$ cat config.mk
export PLATFORM = sky130hd
export DESIGN_NAME = baud_cfg_ctrl
export DESIGN_NICKNAME = d
export VERILOG_FILES = /design/src/rtl/baud_cfg_ctrl.sv
export SDC_FILE = /design/constraint.sdc
export NUM_CORES = 1
export LEC_CHECK = 0
export ABC_CLOCK_PERIOD_IN_PS = 6310
export BUFFER_PORTS_ARGS = -buffer_cell sky130_fd_sc_hd__buf_2
export CAP_MARGIN = 20
export CORE_MARGIN = 2
export CORE_UTILIZATION = 50
export DETAILED_ROUTE_END_ITERATION = 10
export PLACE_DENSITY = 0.81
export RECOVER_POWER = 50
export SLEW_MARGIN = 10
export SYNTH_ARGS = -nofsm -noshare
export SYNTH_HDL_FRONTEND = slang
export SYNTH_SLANG_ARGS = --single-unit
export TNS_END_PERCENT = 5
$ cat constraint.sdc
create_clock -name clk -period 6.31 [get_ports clk]
set_input_delay 0.3155 -clock clk [delete_from_list [all_inputs] [get_ports clk]]
set_output_delay 0.3155 -clock clk [all_outputs]
set_load 0.05 [all_outputs]
$ cat src/rtl/baud_cfg_ctrl.sv
// Run-time baud-code change controller: accepts a host request, drains the link,
// restarts baud_gen with the new code, waits a settle interval and reports done/err.
module baud_cfg_ctrl #(
  parameter logic [3:0]  DEFAULT_CODE   = 4'b0100,
  parameter int unsigned GEN_RST_CYCLES = 2,
  parameter int unsigned SETTLE_CYCLES  = 16,
  parameter int unsigned TIMEOUT_CYCLES = 1000000
) (
  input  logic       clk,
  input  logic       reset,
  input  logic       cfg_valid,
  input  logic [3:0] cfg_code,
  output logic       cfg_ready,
  input  logic       tx_busy,
  input  logic       rx_busy,
  output logic [3:0] baud_rate,
  output logic       gen_reset_n,
  output logic       tx_hold,
  output logic       cfg_done,
  output logic       cfg_err,
  output logic [1:0] err_cause
);

  localparam int unsigned MAX_A   = (GEN_RST_CYCLES > SETTLE_CYCLES) ? GEN_RST_CYCLES : SETTLE_CYCLES;
  localparam int unsigned MAX_CYC = (MAX_A > TIMEOUT_CYCLES) ? MAX_A : TIMEOUT_CYCLES;
  localparam int unsigned CW      = $clog2(MAX_CYC + 1);

  localparam logic [CW-1:0] GRST_LAST    = CW'(GEN_RST_CYCLES - 1);
  localparam logic [CW-1:0] SETTLE_LAST  = CW'(SETTLE_CYCLES - 1);
  localparam logic [CW-1:0] TIMEOUT_LAST = CW'(TIMEOUT_CYCLES - 1);
  localparam logic [3:0]    CODE_MIN     = 4'b0100;
  localparam logic [3:0]    CODE_MAX     = 4'b1000;

  typedef enum logic [2:0] {IDLE, DRAIN, GRST, SETTLE, DONE} state_t;

  state_t        state, state_nxt;
  logic [CW-1:0] cnt, cnt_nxt, cnt_inc;
  logic [3:0]    pend, pend_nxt, baud_nxt;
  logic          grst_nxt, hold_nxt, done_nxt, err_nxt;
  logic [1:0]    cause_nxt;

  assign cfg_ready = (state == IDLE) & ~reset;
  assign cnt_inc   = (cnt == '1) ? cnt : cnt + CW'(1);

  always_comb begin
    state_nxt = state;
    cnt_nxt   = cnt;
    pend_nxt  = pend;
    baud_nxt  = baud_rate;
    grst_nxt  = 1'b1;
    hold_nxt  = tx_hold;
    done_nxt  = 1'b0;
    err_nxt   = 1'b0;
    cause_nxt = err_cause;
    unique case (state)
      IDLE: begin
        if (cfg_valid) begin
          pend_nxt  = cfg_code;
          cause_nxt = 2'b00;
          if ((cfg_code < CODE_MIN) || (cfg_code > CODE_MAX)) begin
            err_nxt   = 1'b1;
            cause_nxt = 2'b01;
          end else if (cfg_code == baud_rate) begin
            state_nxt = DONE;
            done_nxt  = 1'b1;
          end else begin
            state_nxt = DRAIN;
            hold_nxt  = 1'b1;
            cnt_nxt   = '0;
          end
        end
      end
      DRAIN: begin
        if (!tx_busy && !rx_busy) begin
          state_nxt = GRST;
          baud_nxt  = pend;
          grst_nxt  = 1'b0;
          cnt_nxt   = '0;
        end else if (cnt == TIMEOUT_LAST) begin
          state_nxt = IDLE;
          err_nxt   = 1'b1;
          cause_nxt = 2'b10;
          hold_nxt  = 1'b0;
        end else begin
          cnt_nxt = cnt_inc;
        end
      end
      GRST: begin
        // gen_reset_n stays low until the edge that ends the last GRST cycle
        if (cnt == GRST_LAST) begin
          state_nxt = SETTLE;
          cnt_nxt   = '0;
        end else begin
          grst_nxt = 1'b0;
          cnt_nxt  = cnt_inc;
        end
      end
      SETTLE: begin
        if (cnt == SETTLE_LAST) begin
          state_nxt = DONE;
          done_nxt  = 1'b1;
          hold_nxt  = 1'b0;
        end else begin
          cnt_nxt = cnt_inc;
        end
      end
      DONE: state_nxt = IDLE;
      default: state_nxt = IDLE;
    endcase
  end

  always_ff @(posedge clk) begin
    if (reset) begin
      state       <= IDLE;
      cnt         <= '0;
      pend        <= '0;
      baud_rate   <= DEFAULT_CODE;
      gen_reset_n <= 1'b0;
      tx_hold     <= 1'b0;
      cfg_done    <= 1'b0;
      cfg_err     <= 1'b0;
      err_cause   <= 2'b00;
    end else begin
      state       <= state_nxt;
      cnt         <= cnt_nxt;
      pend        <= pend_nxt;
      baud_rate   <= baud_nxt;
      gen_reset_n <= grst_nxt;
      tx_hold     <= hold_nxt;
      cfg_done    <= done_nxt;
      cfg_err     <= err_nxt;
      err_cause   <= cause_nxt;
    end
  end

endmodule

# --- Word-level counts from Yosys, hierarchy flattened ---
# Cells that the tools add are included.
# W data, S select, Z words.
word_totals:
  inputBits: 9
  register_bits: 37
  out_inout_bits: 11
classes:
  n_mux: 42
  add_sub_neg: 1
  eq_ne: 18
  bitwise: 2
  reduce_logical: 14
  n_lt_le_gt_ge: 2
ops:
  columns: ["cell", "n"]
  rows:
  - ["$mux W20", 8]
  - ["$pmux W20 S4", 1]
  - ["$eq A20 B20 Y1 const B", 2]
  - ["$mux W3", 7]
  - ["$add A20 B1 Y20 const B", 1]
  - ["$eq A20 B1 Y1 const B", 1]
  - ["$eq A20 B4 Y1 const B", 1]
  - ["$mux W1", 17]
  - ["$ne A2 B2 Y1 const B", 8]
  - ["$pmux W3 S4", 1]
  - ["$reduce_and A7 Y1", 1]
  - ["$eq A3 B2 Y1 const B", 2]
  - ["$mux W2", 3]
  - ["$ne A3 B3 Y1 const B", 2]
  - ["$pmux W1 S2", 3]
  - ["$reduce_and A6 Y1", 1]
  - ["$reduce_and A5 Y1", 1]
  - ["$eq A4 B4 Y1", 1]
  - ["$gt A4 B4 Y1 const B", 1]
  - ["$lt A4 B3 Y1 const B", 1]
  - ["$pmux W2 S2", 1]
  - ["$reduce_and A2 Y1", 2]
  - ["$reduce_and A4 Y1", 1]
  - ["$reduce_bool A4 Y1", 1]
  - ["10 further kinds", 11]

# --- Longest topological paths before layout ---
depth:
  ltp_word: 5
  ltp_mapped: 8
  depth_no_buf: 7

# --- Worst setup path after synthesis ---
# Ideal clock, no wire load.
synth_timing:
  path_kind: "reg-to-reg"
  startpoint: "register cnt[4]"
  endpoint: "register cnt[19]"
  stages_incl_launch_ff: 8
  arrival_time_ns: 2.025
  setup_ns: 0.136
  path_buffers: 1
  slack_ns: 4.149
  period_less_slack_ns: 2.161
  required_ns: 6.174
  path_cell_list: "dfxtp_1 > or4_4 > nor4_4 > a32oi_2 > and3_4 > buf_6 > a31oi_1 > a211oi_2"
synth_between:
  elab_chain_len: 5
synth_lines:
  columns: ["item", "line", "source"]
  rows:
  - ["start, declared", "37", "logic [CW-1:0] cnt, cnt_nxt, cnt_inc;"]
  - ["start signal, assigned", "125", "cnt <= cnt_nxt;"]
  - ["$add A20 B1 Y20 / $eq A20 B20 Y1 (equally long branches)", "43", "assign cnt_inc = (cnt == '1) ? cnt : cnt + CW'(1);"]
  - ["$mux W20", "43", null]
  - ["$mux W20", "79", "end else if (cnt == TIMEOUT_LAST) begin"]
  - ["$mux W20", "74", "if (!tx_busy && !rx_busy) begin"]
  - ["$pmux W20 S4", "55", "unique case (state)"]
# Parallel ways exist; a longest one is shown, timed or not. The select of a mux whose other input is x is not followed.
# A chain may end at the register's enable or synchronous reset.

# --- Worst setup path in the final report ---
layout_timing:
  startpoint: "register cnt[12]"
  endpoint: "register cnt[15]"
# The elaborated chain is that of the path after synthesis.

==> flow_summary.yaml <==
detailed_routing:
  first_iter_violations: 175
  vias: 2017
  ant_nets: 0
  wl_per_cell_um: 15.0
  route.detailed.drc: 0
  avgViaCountPerCell: 6.15
  routed_wl_um: 4910
  dr.pass1.iters: 4
synthesis:
  synthFlopType: "dfxtp_1"
  yosys_warnings: 0
  synthAdderAreaFrac_pct: 1.18
  ys_ff_latch: 37
  synth_top_cell_area_share_pct: 34.8
  synth_compound_area_share_pct: 23.4
  synth_top_family_by_area: "simple AND/OR/NAND/NOR gates"
  ys_seq_area_share_pct: 34.8
  ys_async_sr_fraction_pct: 0
  synth.area.top_cells: "dfxtp_1 (35%), a21oi_1 (5.9%), nor2_1 (5.1%)"
  synth.avg_cell_area_um2: 8.00
  yosys-mux-area-fraction_pct: 1.41
  synth_edf_count: 0
  synthCells: 266
  synth-simple-area-share_pct: 32.6
  synth_area_um2: 2130
  yosysTopAreaCell: "dfxtp_1"
  syn_nets: 277
  ys_types: 50
  synthXorXnorAreaFrac_pct: 1.65
hold_path:
  hp-class: "primary input to flop"
flow_run:
  maxCapViolCount: 0
cells_and_area:
  final_nets: 288
  drive_gt1_share_pct: 10.4
  areaGrowthSynthToFinish_pct: 8.82
  post-route-util_pct: 57.0
  stdcell_area_um2: 2310
  diodes: 0
global_routing:
  busiest_layer: "met2"
  grt_max_degree: 39
  grt.total_usage_pct: 21.3
  grtUsageMet1_pct: 29.4
  grt-ovfl-total: 0
  grt_antenna_before_repair: 0
  grt_pass1_vias: 1846
  grt_pass1_wl_um: 8540
  grt_util_met2_pct: 33.4
  grt_use_met3_pct: 3.92
setup_path:
  crit_path_max_fanout: 13
  arrival_ns: 3.25
  cp-end-kind: "flop"
  cp-start-kind: "flop"
  worstPathRequired_ns: 6.50
  path_class: "flop to flop"
sta:
  setup_violations: 0
  fin_worst_skew_ns: 0.00871
  final.setup.tns_ns: 0
  relSlewSlack_pct: 18.1
  fmax_mhz: 328
  worstMarginPinSlew_ns: 1.22
  period_needed_ns: 3.05
  hold_ws_ns: 0.291
  finalCritPeriodShare_pct: 48.4
  hold_viol_final: 0
  slew_violations: 0
  rsz0062_at_grt: "no"
cts:
  cts_setup_buffers: 0
  clockRootBuffer: "clkbuf_8"
  cts.path.max_buffers: 2
  clock-sinks: 37
  clock_latency_ns: 0.29
  cts_resized: 0
  path_clk_slew_ns: 0.08
  cts_tree: "done"
  cts.htree.levels: 2
  cts_buffers: 5
  ctsHoldBuffers: 0
place:
  hpwl_um: 3360
  gp_congestion: 0.841
  placed_cell_area_um2: 2210
  port_buffers: 19
power:
  powerDensity_nw_per_um2: 246
  p_leak_nw: 0.744
  ir_drop_uv: 199
floorplanning:
  ios: 20
  initial_core_util_pct: 52.4
  design.core.area_um2: 4060
  dieArea_um2: 4790
  fp.dieH_um: 69.2
  die_w_um: 69.2
  rows: 23
status:
  status: "completed"
-- path summary, 6_finish.rpt --
kind	startpoint	end	slack (ns)	depth (start not counted)
max	cnt[12]	cnt[15]	3.26	6
min	cfg_code[3]	pend[3]	0.29	3
max reg2reg	cnt[12]	cnt[15]	3.26	6
min reg2reg	pend[2]	pend[2]	0.46	2
-- critical path, stage by stage, from the launching register on --
cell and delay [ns]:
dfxtp_1 0.38, or4_1 0.57, nor4_1 1.00, a31oi_4 0.37
nand3_2 0.33, nor4_1 0.09, a31o_1 0.21
-- cell usage after synthesis, types with 2 or more instances --
| cell type | n |
|---|---|
| o31ai_1 | 2 |
| and3_1 | 2 |
| a31oi_1 | 9 |
| nand4_1 | 8 |
| a21oi_1 | 25 |
| ha_1 | 2 |
| or4_4 | 2 |
| o21ai_1 | 8 |
| a211oi_1 | 2 |
| nor2_1 | 29 |
| nor3b_1 | 3 |
| or3_1 | 5 |
| nor4b_1 | 3 |
| a2111oi_0 | 2 |
| nand3_2 | 2 |
| a21o_1 | 2 |
| dfxtp_1 | 37 |
| mux2i_1 | 3 |
| nand2b_1 | 2 |
| buf_6 | 2 |
| nand3_1 | 7 |
| inv_1 | 7 |
| buf_4 | 2 |
| nand2_1 | 23 |
| a31o_1 | 2 |
| and2_1 | 4 |
| o21ai_0 | 8 |
| clkbuf_1 | 10 |
| nor4_1 | 3 |
| or4b_1 | 3 |
| nor3_1 | 13 |
| a211oi_2 | 2 |
| or4_1 | 7 |
| o21a_1 | 4 |
| xnor2_1 | 4 |
| nor2b_1 | 3 |
-- layer usage --
metal	vias up	wire, um
li1	1012	-
met4	0	68
met2	77	2240
met5	-	0
met1	921	2290
met3	7	315
-- sequential cells by signal (all words and copies together) (netlist names) --
register	cells
cnt	20
baud_rate	4
gen_reset_n	1
tx_hold	1
pend	4
err_cause	2
cfg_done	1
cfg_err	1
state	3
-- power breakdown --
| part | internal, mW | leakage, nW | switching [mW] |
|---|---|---|---|
| registers | 0.240 | 0.300 | 0.00547 |
| clock network | 0.159 | 0.0687 | 0.0888 |
| logic | 0.0226 | 0.375 | 0.0540 |
-- logic make-up after synthesis --
logic type | after synthesis
simple gates | 124
compound gates | 74
flops | 37
buf+inv | 22
xor+xnor | 4
mux | 3
fa+ha+maj | 2
-- final cells by class --
class | count | area [um2]
inverter | 7 | 26.3
fill | 376 | 1740
timing repair buffer | 19 | 81.3
tap | 50 | 62.6
clock inverter | 3 | 68.8
sequential | 37 | 741
multi-input combinational | 207 | 1270
clock buffer | 5 | 68.8
-- metrics by stage --
stage          worst slack, ns  power, mW  instances
2_1_floorplan             4.15      0.314        266
3_3_place_gp              3.87      0.327        320
3_5_place_dp              3.83      0.327        320
4_1_cts                   3.77      0.576        328
5_1_grt                   2.96      0.592        328
6_report                  3.26      0.570        328
-- cell usage in the layout, fill, tap and decap left out, types with 3 or more instances in the layout --
cell type  synthesis  routed
a21oi_1           25      25
a31oi_1            9       9
buf_2              0       8
clkbuf_1          10      11
clkbuf_8           0       5
dfxtp_1           37      37
inv_1              7       7
mux2i_1            3       3
nand2_1           23      23
nand3_1            7       7
nand4_1            8       8
nor2_1            29      29
nor2b_1            3       3
nor3_1            13      13
nor3b_1            3       3
nor4_1             3       4
nor4b_1            3       3
o21a_1             4       4
o21ai_0            8       8
o21ai_1            8       8
or3_1              5       5
or4_1              7       7
or4b_1             3       3
xnor2_1            4       4
No activity file was read; power rests on OpenSTA's default activity.
